==> src/rtl/bch_pkg.sv <==
`default_nettype none
// +----------------------------------------------------------------------+
// | Module  : bch_pkg                                                     |
// | Brief   : Shared GF(2^m) types, BCH defaults, FSM encoding and        |
// |           constant-multiplier helper functions.                       |
// | Revision: 1.0  initial release                                        |
// +----------------------------------------------------------------------+
package bch_pkg;

   localparam int GF_M      = 8;
   localparam int BCH_T     = 4;
   localparam int BCH_N     = 255;
   localparam int GF_IRRPOL = 285;
   localparam int PTR_W     = 8;

   typedef logic [GF_M-1:0]  data_t;
   typedef logic [PTR_W-1:0] ptr_t;

   typedef enum logic [0:0] {
      S_IDLE = 1'b0,
      S_RUN  = 1'b1
   } state_t;

   // Multiplicative group order and the reduction polynomial without x^m
   localparam int    c_gf_ord  = (1 << GF_M) - 1;
   localparam data_t c_irr_low = data_t'(GF_IRRPOL);

   // Multiply by alpha (x) and reduce
   function automatic data_t gf_xtime(input data_t a);
      data_t s;
      s = a << 1;
      if (a[GF_M-1]) s = s ^ c_irr_low;
      return s;
   endfunction

   // Generic shift-and-add GF(2^m) product; with a constant b it
   // collapses to a fixed XOR network
   function automatic data_t gf_mult_a_by_b(input data_t a, input data_t b);
      data_t acc;
      data_t sh;
      acc = '0;
      sh  = a;
      for (int i = 0; i < GF_M; i++) begin
         if (b[i]) acc = acc ^ sh;
         sh = gf_xtime(sh);
      end
      return acc;
   endfunction

   // alpha^e, used only to build elaboration-time constants
   function automatic data_t gf_pow_alpha(input int e);
      data_t r;
      int    ee;
      ee = e % c_gf_ord;
      r  = data_t'(1);
      for (int i = 0; i < ee; i++) r = gf_xtime(r);
      return r;
   endfunction

   // a * alpha^e with e fixed at elaboration
   function automatic data_t gf_const_mult(input data_t a, input int e);
      return gf_mult_a_by_b(a, gf_pow_alpha(e));
   endfunction

endpackage
`default_nettype wire

==> src/rtl/bch_chien_cell.sv <==
`default_nettype none
// +----------------------------------------------------------------------+
// | Module  : bch_chien_cell                                              |
// | Brief   : One Chien term register r[j]. Loads L[j] scaled for the     |
// |           shortened start position, then steps by alpha^j per cycle.  |
// | Revision: 1.0  initial release                                        |
// +----------------------------------------------------------------------+
module bch_chien_cell
   import bch_pkg::*;
#(
   parameter int J = 0,
   parameter int N = BCH_N
) (
   input  logic  iclk,
   input  logic  ireset,
   input  logic  iload,
   input  logic  istep,
   input  data_t iload_val,
   output data_t oterm
);

   // Start exponent so that step k evaluates at alpha^-(n-1-k)
   localparam int c_init_exp = (J * ((1 << GF_M) - N)) % c_gf_ord;
   localparam int c_step_exp = J % c_gf_ord;

   data_t r_term;

   // Term register: constant-scaled load, constant alpha^j update
   always_ff @(posedge iclk or negedge ireset) begin
      if (!ireset) begin
         r_term <= '0;
      end else if (iload) begin
         r_term <= gf_const_mult(iload_val, c_init_exp);
      end else if (istep) begin
         r_term <= gf_const_mult(r_term, c_step_exp);
      end
   end

   assign oterm = r_term;

endmodule
`default_nettype wire

==> src/rtl/bch_chien_search.sv <==
`default_nettype none
// +----------------------------------------------------------------------+
// | Module  : bch_chien_search                                            |
// | Brief   : Chien search over the BCH error-locator polynomial. Emits   |
// |           one error flag per codeword bit, highest position first,    |
// |           plus root count and decode-fail verdict on the last bit.    |
// | Revision: 1.0  initial release                                        |
// +----------------------------------------------------------------------+
module bch_chien_search
   import bch_pkg::*;
#(
   parameter int T = BCH_T,
   parameter int N = BCH_N
) (
   input  logic                  iclk,
   input  logic                  ireset,
   input  logic                  iloc_poly_val,
   input  logic [(T+1)*GF_M-1:0] iloc_poly,
   input  ptr_t                  iloc_poly_ptr,
   input  logic                  iloc_failed,
   output logic                  ordy,
   output logic                  oval,
   output logic                  oerr,
   output logic                  osop,
   output logic                  oeop,
   output ptr_t                  oerr_cnt,
   output logic                  odecfail,
   output ptr_t                  otag
);

   localparam int c_kw = (N > 1) ? $clog2(N) : 1;
   localparam int c_dw = $clog2(T + 1);

   state_t          r_state;
   logic [c_kw-1:0] r_k;
   ptr_t            r_cnt;
   logic [c_dw-1:0] r_deg;
   logic            r_fail;
   logic            r_zero;
   ptr_t            r_tag;
   logic            r_ordy;
   logic            r_oval;
   logic            r_oerr;
   logic            r_osop;
   logic            r_oeop;
   ptr_t            r_oerr_cnt;
   logic            r_odecfail;

   data_t           w_coef [0:T];
   data_t           w_term [0:T];
   data_t           w_sum;
   logic [c_dw-1:0] w_deg;
   logic            w_zero;
   logic            w_load;
   logic            w_step;
   logic            w_hit;
   logic            w_last;
   ptr_t            w_cnt_next;

   assign w_load = (r_state == S_IDLE) && iloc_poly_val;
   assign w_step = (r_state == S_RUN);

   // One term register per locator coefficient
   for (genvar j = 0; j <= T; j++) begin : g_cell
      assign w_coef[j] = iloc_poly[j*GF_M +: GF_M];

      bch_chien_cell #(
         .J (j),
         .N (N)
      ) u_cell (
         .iclk      (iclk),
         .ireset    (ireset),
         .iload     (w_load),
         .istep     (w_step),
         .iload_val (w_coef[j]),
         .oterm     (w_term[j])
      );
   end

   // Locator degree and all-zero detection on the incoming polynomial
   always_comb begin
      w_deg  = '0;
      w_zero = 1'b1;
      for (int j = 0; j <= T; j++) begin
         if (w_coef[j] != '0) begin
            w_deg  = c_dw'(j);
            w_zero = 1'b0;
         end
      end
   end

   // L(alpha^-p) as the XOR of all terms
   always_comb begin
      w_sum = '0;
      for (int j = 0; j <= T; j++) w_sum = w_sum ^ w_term[j];
   end

   // An all-zero locator evaluates to zero everywhere but has no roots
   assign w_hit      = (w_sum == '0) && !r_fail && !r_zero;
   assign w_last     = (r_k == c_kw'(N - 1));
   assign w_cnt_next = (r_cnt == '1) ? r_cnt : r_cnt + ptr_t'(w_hit);

   // Control FSM, counters and the registered output stage
   always_ff @(posedge iclk or negedge ireset) begin
      if (!ireset) begin
         r_state    <= S_IDLE;
         r_k        <= '0;
         r_cnt      <= '0;
         r_deg      <= '0;
         r_fail     <= 1'b0;
         r_zero     <= 1'b0;
         r_tag      <= '0;
         r_ordy     <= 1'b1;
         r_oval     <= 1'b0;
         r_oerr     <= 1'b0;
         r_osop     <= 1'b0;
         r_oeop     <= 1'b0;
         r_oerr_cnt <= '0;
         r_odecfail <= 1'b0;
      end else begin
         case (r_state)
            S_IDLE: begin
               r_ordy     <= 1'b1;
               r_oval     <= 1'b0;
               r_oerr     <= 1'b0;
               r_osop     <= 1'b0;
               r_oeop     <= 1'b0;
               r_oerr_cnt <= '0;
               r_odecfail <= 1'b0;
               if (iloc_poly_val) begin
                  r_state <= S_RUN;
                  r_ordy  <= 1'b0;
                  r_k     <= '0;
                  r_cnt   <= '0;
                  r_deg   <= w_deg;
                  r_zero  <= w_zero;
                  r_fail  <= iloc_failed;
                  r_tag   <= iloc_poly_ptr;
               end
            end
            S_RUN: begin
               r_oval <= 1'b1;
               r_oerr <= w_hit;
               r_osop <= (r_k == '0);
               r_oeop <= w_last;
               r_cnt  <= w_cnt_next;
               if (w_last) begin
                  r_state    <= S_IDLE;
                  r_ordy     <= 1'b1;
                  r_oerr_cnt <= w_cnt_next;
                  r_odecfail <= r_fail || (w_cnt_next != ptr_t'(r_deg));
               end else begin
                  r_k        <= r_k + 1'b1;
                  r_oerr_cnt <= '0;
                  r_odecfail <= 1'b0;
               end
            end
            default: r_state <= S_IDLE;
         endcase
      end
   end

   assign ordy     = r_ordy;
   assign oval     = r_oval;
   assign oerr     = r_oerr;
   assign osop     = r_osop;
   assign oeop     = r_oeop;
   assign oerr_cnt = r_oerr_cnt;
   assign odecfail = r_odecfail;
   assign otag     = r_tag;

endmodule
`default_nettype wire

==> config.mk <==
export PLATFORM = sky130hd
export DESIGN_NAME = bch_chien_search
export DESIGN_NICKNAME = d
export VERILOG_FILES = /design/src/rtl/bch_pkg.sv /design/src/rtl/bch_chien_cell.sv /design/src/rtl/bch_chien_search.sv
export SDC_FILE = /design/constraint.sdc
export NUM_CORES = 1
export LEC_CHECK = 0
export BUFFER_PORTS_ARGS = -buffer_cell sky130_fd_sc_hd__clkbuf_2
export CELL_PAD_IN_SITES_DETAIL_PLACEMENT = 0
export CELL_PAD_IN_SITES_GLOBAL_PLACEMENT = 1
export CORE_ASPECT_RATIO = 0.8
export CORE_MARGIN = 4
export CORE_UTILIZATION = 25
export DETAILED_ROUTE_END_ITERATION = 16
export GPL_ROUTABILITY_DRIVEN = 0
export PLACE_DENSITY = 0.5
export RECOVER_POWER = 100
export SLEW_MARGIN = 5
export SYNTH_ARGS = -nofsm -noshare
export SYNTH_HDL_FRONTEND = slang
export SYNTH_SLANG_ARGS = --single-unit
export TNS_END_PERCENT = 1
==> constraint.sdc <==
create_clock -name iclk -period 3.65 [get_ports iclk]
set_input_delay 0.9125 -clock iclk [delete_from_list [all_inputs] [get_ports iclk]]
set_output_delay 0.9125 -clock iclk [all_outputs]
set_load 0.005 [all_outputs]
==> Word level (Yosys, flattened, before mapping) <==
Cells that the tools add are included.
{ "op_classes": {"n_addsub": 2, "eq_ne": 6, "muxes": 74, "bitwise": 25, "reduce_logical": 16} }
{ "ops": {"columns": ["cell", "n"], "rows": [
  ["$mux 8", 30],
  ["$mux 5", 20],
  ["$not 4->4", 20],
  ["$pmux 8 s2", 3],
  ["$reduce_bool 8->1", 5],
  ["$xor 8x8->8", 4],
  ["$eq 8x8->1 const B", 2],
  ["$logic_not 8->1", 2],
  ["$pmux 1 s2", 7],
  ["$mux 1", 11],
  ["$add 8x1->8", 1],
  ["$add 8x1->8 const B", 1],
  ["$ne 8x3->1", 1],
  ["$mux 3", 2],
  ["$ne 2x2->1 const B", 2],
  ["$reduce_and 2->1", 2],
  ["$logic_and 1x1->1", 3],
  ["$logic_not 1->1", 2],
  ["$mux 2", 1],
  ["$ne 2x1->1 const B", 1],
  ["$reduce_bool 2->1", 1],
  ["$logic_or 1x1->1", 1],
  ["$not 1->1", 1]
]} }
{ "word_totals": {"reg_bits": 84, "input_bits": 52, "output_inout_bits": 22, "wordCells": 142} }

==> Depth between registers and ports, before layout <==
{ "depth": {"ltp_word": 16, "depth_mapped": 12, "mapped_depth_nobuf": 11} }

==> By module <==
Synthesis repeated with hierarchy kept, for this count alone.
{ "unflattened": {"cells_unflattened": 465, "area_unflattened_um2": 4779.6} }
{ "by_module_without_submodules": {"columns": ["module", "instances", "cells_per_inst", "area_per_inst_um2", "seq_area_each_um2"], "rows": [
  ["bch_chien_search", 1, 255, 2488.6, 1102.3],
  ["bch_chien_cell (g_cell[4].u_cell)", 1, 56, 584.3, 200.2],
  ["bch_chien_cell (g_cell[3].u_cell)", 1, 52, 508.0, 200.2],
  ["bch_chien_cell (g_cell[2].u_cell)", 1, 45, 451.7, 200.2],
  ["bch_chien_cell (g_cell[1].u_cell)", 1, 40, 415.4, 200.2],
  ["bch_chien_cell (g_cell[0].u_cell)", 1, 17, 331.6, 200.2]
]} }

==> Worst setup path after synthesis <==
No wires, ideal clock.
{ "synth_path": {"kind": "reg2reg", "start": "register g_cell[4].u_cell.r_term[0]", "end": "register r_odecfail (netlist: odecfail)", "setup_ps": 82, "arrival_time_ps": 2563, "required_time_ps": 3568, "setup_slack_ps": 1004, "path_stages_with_launch": 12, "path_buffers": 0, "synth_period_minus_slack_ps": 2646, "cell_sequence": "dfrtp_1 > xnor3_1 > xnor2_1 > or3_1 > nor4_2 > ha_1 > ha_1 > nand2b_1 > and3b_1 > a21oi_1 > o22ai_1 > a31oi_1"} }
{ "synth_between": {"elab_chain_len": 10} }
{ "synth_rtl": {"columns": ["element", "line_no", "source"], "rows": [
  ["from (decl)", "bch_chien_cell.sv:26", "data_t r_term;"],
  ["from (signal assigned)", "bch_chien_cell.sv:33", "r_term <= gf_const_mult(iload_val, c_init_exp);"],
  ["from (signal assigned)", "bch_chien_cell.sv:35", "r_term <= gf_const_mult(r_term, c_step_exp);"],
  ["$xor 8x8->8", "bch_chien_search.sv:95", "for (int j = 0; j <= T; j++) w_sum = w_sum ^ w_term[j];"],
  ["$logic_not 8->1", "bch_chien_search.sv:99", "assign w_hit = (w_sum == '0) && !r_fail && !r_zero;"],
  ["$logic_and 1x1->1 (2 in series)", "bch_chien_search.sv:99", null],
  ["$add 8x1->8", "bch_chien_search.sv:101", "assign w_cnt_next = (r_cnt == '1) ? r_cnt : r_cnt + ptr_t'(w_hit);"],
  ["$mux 8", "bch_chien_search.sv:101", null],
  ["$ne 8x3->1", "bch_chien_search.sv:151", "r_odecfail <= r_fail || (w_cnt_next != ptr_t'(r_deg));"],
  ["$logic_or 1x1->1", "bch_chien_search.sv:151", null],
  ["$mux 1", "bch_chien_search.sv:147", "if (w_last) begin"],
  ["$pmux 1 s2", "bch_chien_search.sv:121", "case (r_state)"],
  ["to (signal assigned)", "bch_chien_search.sv:151", null],
  ["to (decl)", "bch_chien_search.sv:47", "logic r_odecfail;"]
]} }
No other way between the ends.
A chain may end at the register's enable or synchronous reset.

==> Final worst setup path <==
Same ends and word-level chain as after synthesis.

==> flow_metrics.env <==
export IMPL_status="complete, but fails checks"
export IMPL_violations="max-capacitance violations, max-slew violations"
export IMPL_vdd_ir_drop_max_mv=0.224
export IMPL_first_global_vias=3705
export IMPL_yosys_area_top_type="dfrtp_1"
export IMPL_synth_top_area_share_pct=44.6
export IMPL_ios=74
export IMPL_cts_hold_buf=0
export IMPL_synth_enable_flop_cells=0
export IMPL_cts_sinks=84
export IMPL_intPower_mw=2.58
export IMPL_powerDensity_nw_per_um2=721
export IMPL_fin_skew_ns=0.00994
export IMPL_portBuffers=73
export IMPL_clkPwrFrac_pct=21.2
export IMPL_dr_pass1_iters=5
export IMPL_critPathCaptureType="flop"
export IMPL_path_clk_slew_ns=0.06
export IMPL_ys_ff_latch=84
export IMPL_path_max_fanout=7
export IMPL_route_detailed_drc=0
export IMPL_required_ns=3.91
export IMPL_drv_cap=1
export IMPL_num_rows=44
export IMPL_avgRoutedWirePerCell_um=15.4
export IMPL_yosysWarnings=0
export IMPL_viasPerCell=4.37
export IMPL_tns_ns=0
export IMPL_synth_fp_nets=554
export IMPL_p_switching_mw=1.38
export IMPL_setup_viol=0
export IMPL_worst_pin_slew_ns=1.58
export IMPL_grtUsageTotal_pct=12.5
export IMPL_syn_inst=497
export IMPL_pwr_share_seq_pct=40.1
export IMPL_period_needed_ns=3.09
export IMPL_fmax_mhz=324
export IMPL_cts_resized=0
export IMPL_cts_setup_buffers=0
export IMPL_seq_area_frac_synth_pct=45.1
export IMPL_fin_crit_sh_pct=84.6
export IMPL_hold_ws_ns=0.476
export IMPL_ys_types=45
export IMPL_die_x_um=161
export IMPL_tritoncts="done"
export IMPL_initial_utilization_pct=25.6
export IMPL_drtIter0Drc=200
export IMPL_synth_ff_type="dfrtp_1"
export IMPL_insertedDiodeCount=0
export IMPL_antenna_left=0
export IMPL_hpwlAfterDp_mm=9.43
export IMPL_syn_to_final_growth_pct=17.8
export IMPL_p_leak_nw=2.46
export IMPL_synth_top_cells_by_area="dfrtp_1 (45%), xnor2_1 (13%), nand2_1 (7.1%)"
export IMPL_slew_headroom_pct=-5.47
export IMPL_hold_path_class="reg -> reg"
export IMPL_rsz0062_at_grt="false"
export IMPL_drive_gt1_share_pct=13.3
export IMPL_htree_levels=3
export IMPL_core_um2=18200
export IMPL_antenna_found_initial=0
export IMPL_grt_remaining_overflow=0
export IMPL_die_area_um2=20900
export IMPL_nNetsFinal=614
export IMPL_ys_async_sr_fraction_pct=100
export IMPL_path_class="reg -> reg"
export IMPL_worst_ep_arrival_time_ns=3.35
export IMPL_power_frac_comb_pct=38.6
export IMPL_slew_violations=21
export IMPL_switching_share_pct=34.9
export IMPL_grt_pass1_wl_mm=20.3
export IMPL_finalHoldViolCount=0
export IMPL_clock_latency_ns=0.34
export IMPL_synth_area_per_cell_um2=9.38
export IMPL_die_h_um=130
export IMPL_vias=3560
export IMPL_clockBufferDepth=2
export IMPL_synthesis_area_um2=4660
export IMPL_cp_start_kind="flop"
export IMPL_cts_buffers_inserted=9
export IMPL_grt_max_degree=68
export IMPL_drt_wl_total_mm=12.5
export IMPL_fill_cells=1945
export IMPL_cts_root_buf="clkbuf_16"
sequential cells by signal (all words and copies together), names as in the netlist:
name,flops
otag,8
r_state,1
r_deg,3
odecfail,1
oeop,1
g_cell.u_cell.oterm,40
oval,1
r_cnt,8
oerr_cnt,8
oerr,1
osop,1
r_k,8
r_fail,1
ordy,1
r_zero,1
cells in the mapped netlist, drive strengths merged, types with 2 or more instances:
cell / count
nor2: 36
nand2: 89
and3: 4
nor4: 9
clkbuf: 23
or2: 2
o21a: 2
xor2: 8
buf: 8
o31ai: 3
o22ai: 3
mux2i: 21
ha: 5
xnor2: 67
nor3b: 2
xnor3: 7
and2: 3
or3: 2
a31oi: 2
a21o: 2
o21ai: 42
or4: 2
dfrtp: 83
inv: 7
nand3: 9
nor3: 4
a21oi: 22
nand4: 6
nand2b: 5
a211oi: 11
cells in the final DEF, fill, tap and decap left out, types with 2 or more instances in the layout:
| cell type | count |
|---|---|
| a211oi_1 | 11 |
| nor2_1 | 36 |
| mux2i_1 | 21 |
| nand2b_1 | 5 |
| xnor3_1 | 7 |
| or3_1 | 2 |
| o21a_1 | 2 |
| o31ai_1 | 3 |
| buf_4 | 2 |
| xnor2_1 | 67 |
| and2_0 | 3 |
| a31oi_1 | 2 |
| nand3_1 | 9 |
| xor2_1 | 7 |
| or4_1 | 2 |
| o22ai_1 | 3 |
| o21ai_1 | 5 |
| nor3b_1 | 2 |
| clkinv_1 | 2 |
| nor3_1 | 4 |
| and3_1 | 4 |
| nor4_1 | 9 |
| ha_1 | 5 |
| dfrtp_1 | 83 |
| o21ai_0 | 37 |
| clkbuf_1 | 23 |
| nand4_1 | 6 |
| nand2_1 | 88 |
| a21o_1 | 2 |
| inv_1 | 5 |
| clkbuf_16 | 9 |
| clkbuf_2 | 60 |
| a21oi_1 | 22 |
critical path, stage by stage (launching register included):
cell,delay [ns]
dfrtp_1,0.38
xnor3_1,0.42
xnor2_1,0.13
or3_1,0.32
nor4_1,0.43
ha_1,0.31
ha_1,0.32
nand2b_1,0.12
and3b_1,0.19
a21oi_1,0.12
o22ai_1,0.09
a31oi_1,0.17
routing by layer:
layer  GRT usage, %  routed length [um]
met2           17.4                4960
met1           18.7                6790
met4           3.19                 135
met3           3.76                 637
met5              0                   0
logic make-up after synthesis:
group / count (synthesis) / synth area share (%)
and+or+nand+nor: 178 / 17.4
AOI/OAI and AO/OA: 89 / 10.8
DFF: 84 / 45.1
xor gates and xnor gates: 82 / 17.6
buffers and inverters: 38 / 3.22
muxes: 21 / 4.51
adders and majority gates: 5 / 1.34
power groups by stage:
stage / Clock, mW / Combinational (mW) / Sequential, mW
floorplan: 0 / 1.37 / 1.42
global placement: 0 / 1.57 / 1.61
detailed placement: 0 / 1.56 / 1.61
CTS: 0.874 / 1.57 / 1.59
global route: 0.913 / 1.72 / 1.64
finish: 0.842 / 1.53 / 1.59
metrics by stage:
step / instance area (um2) / util, % / instances / setup slack [ns] / total power [mW]
after global placement: 5280 / 29.0 / 799 / 0.752 / 3.17
after detailed placement: 5280 / 29.0 / 799 / 0.660 / 3.17
final: 5490 / 30.1 / 815 / 0.561 / 3.96
after global routing: 5490 / 30.1 / 815 / 0.297 / 4.27
after floorplan: 4660 / - / 497 / 1.00 / 2.80
after CTS: 5540 / 30.4 / 815 / 0.634 / 4.04
worst paths after layout:
check                                                        end                                   from  slack (ns)  cells past startpoint
min reg2reg                                  otag[4]$_DFFE_PN0P_                    otag[4]$_DFFE_PN0P_        0.48                      2
min                                          otag[4]$_DFFE_PN0P_                    otag[4]$_DFFE_PN0P_        0.48                      2
min in group asynchronous  g_cell[3].u_cell.oterm[1]$_DFFE_PN0P_                                 ireset        0.57                      1
max reg2reg                                   odecfail$_DFF_PN0_  g_cell[4].u_cell.oterm[0]$_DFFE_PN0P_        0.56                     11
max in group asynchronous                    otag[5]$_DFFE_PN0P_                                 ireset        1.48                      2
max                                           odecfail$_DFF_PN0_  g_cell[4].u_cell.oterm[0]$_DFFE_PN0P_        0.56                     11
area by class of cell:
class	instances	area, um2	area share, %
multi-input cells	375	2400	43.7
flip-flops and latches	84	2100	38.3
repair buffers	80	383	6.97
well taps	253	317	5.76
clock buffers	16	262	4.76
inverters	7	26.3	0.478
Power figures use the tool's default switching activity.
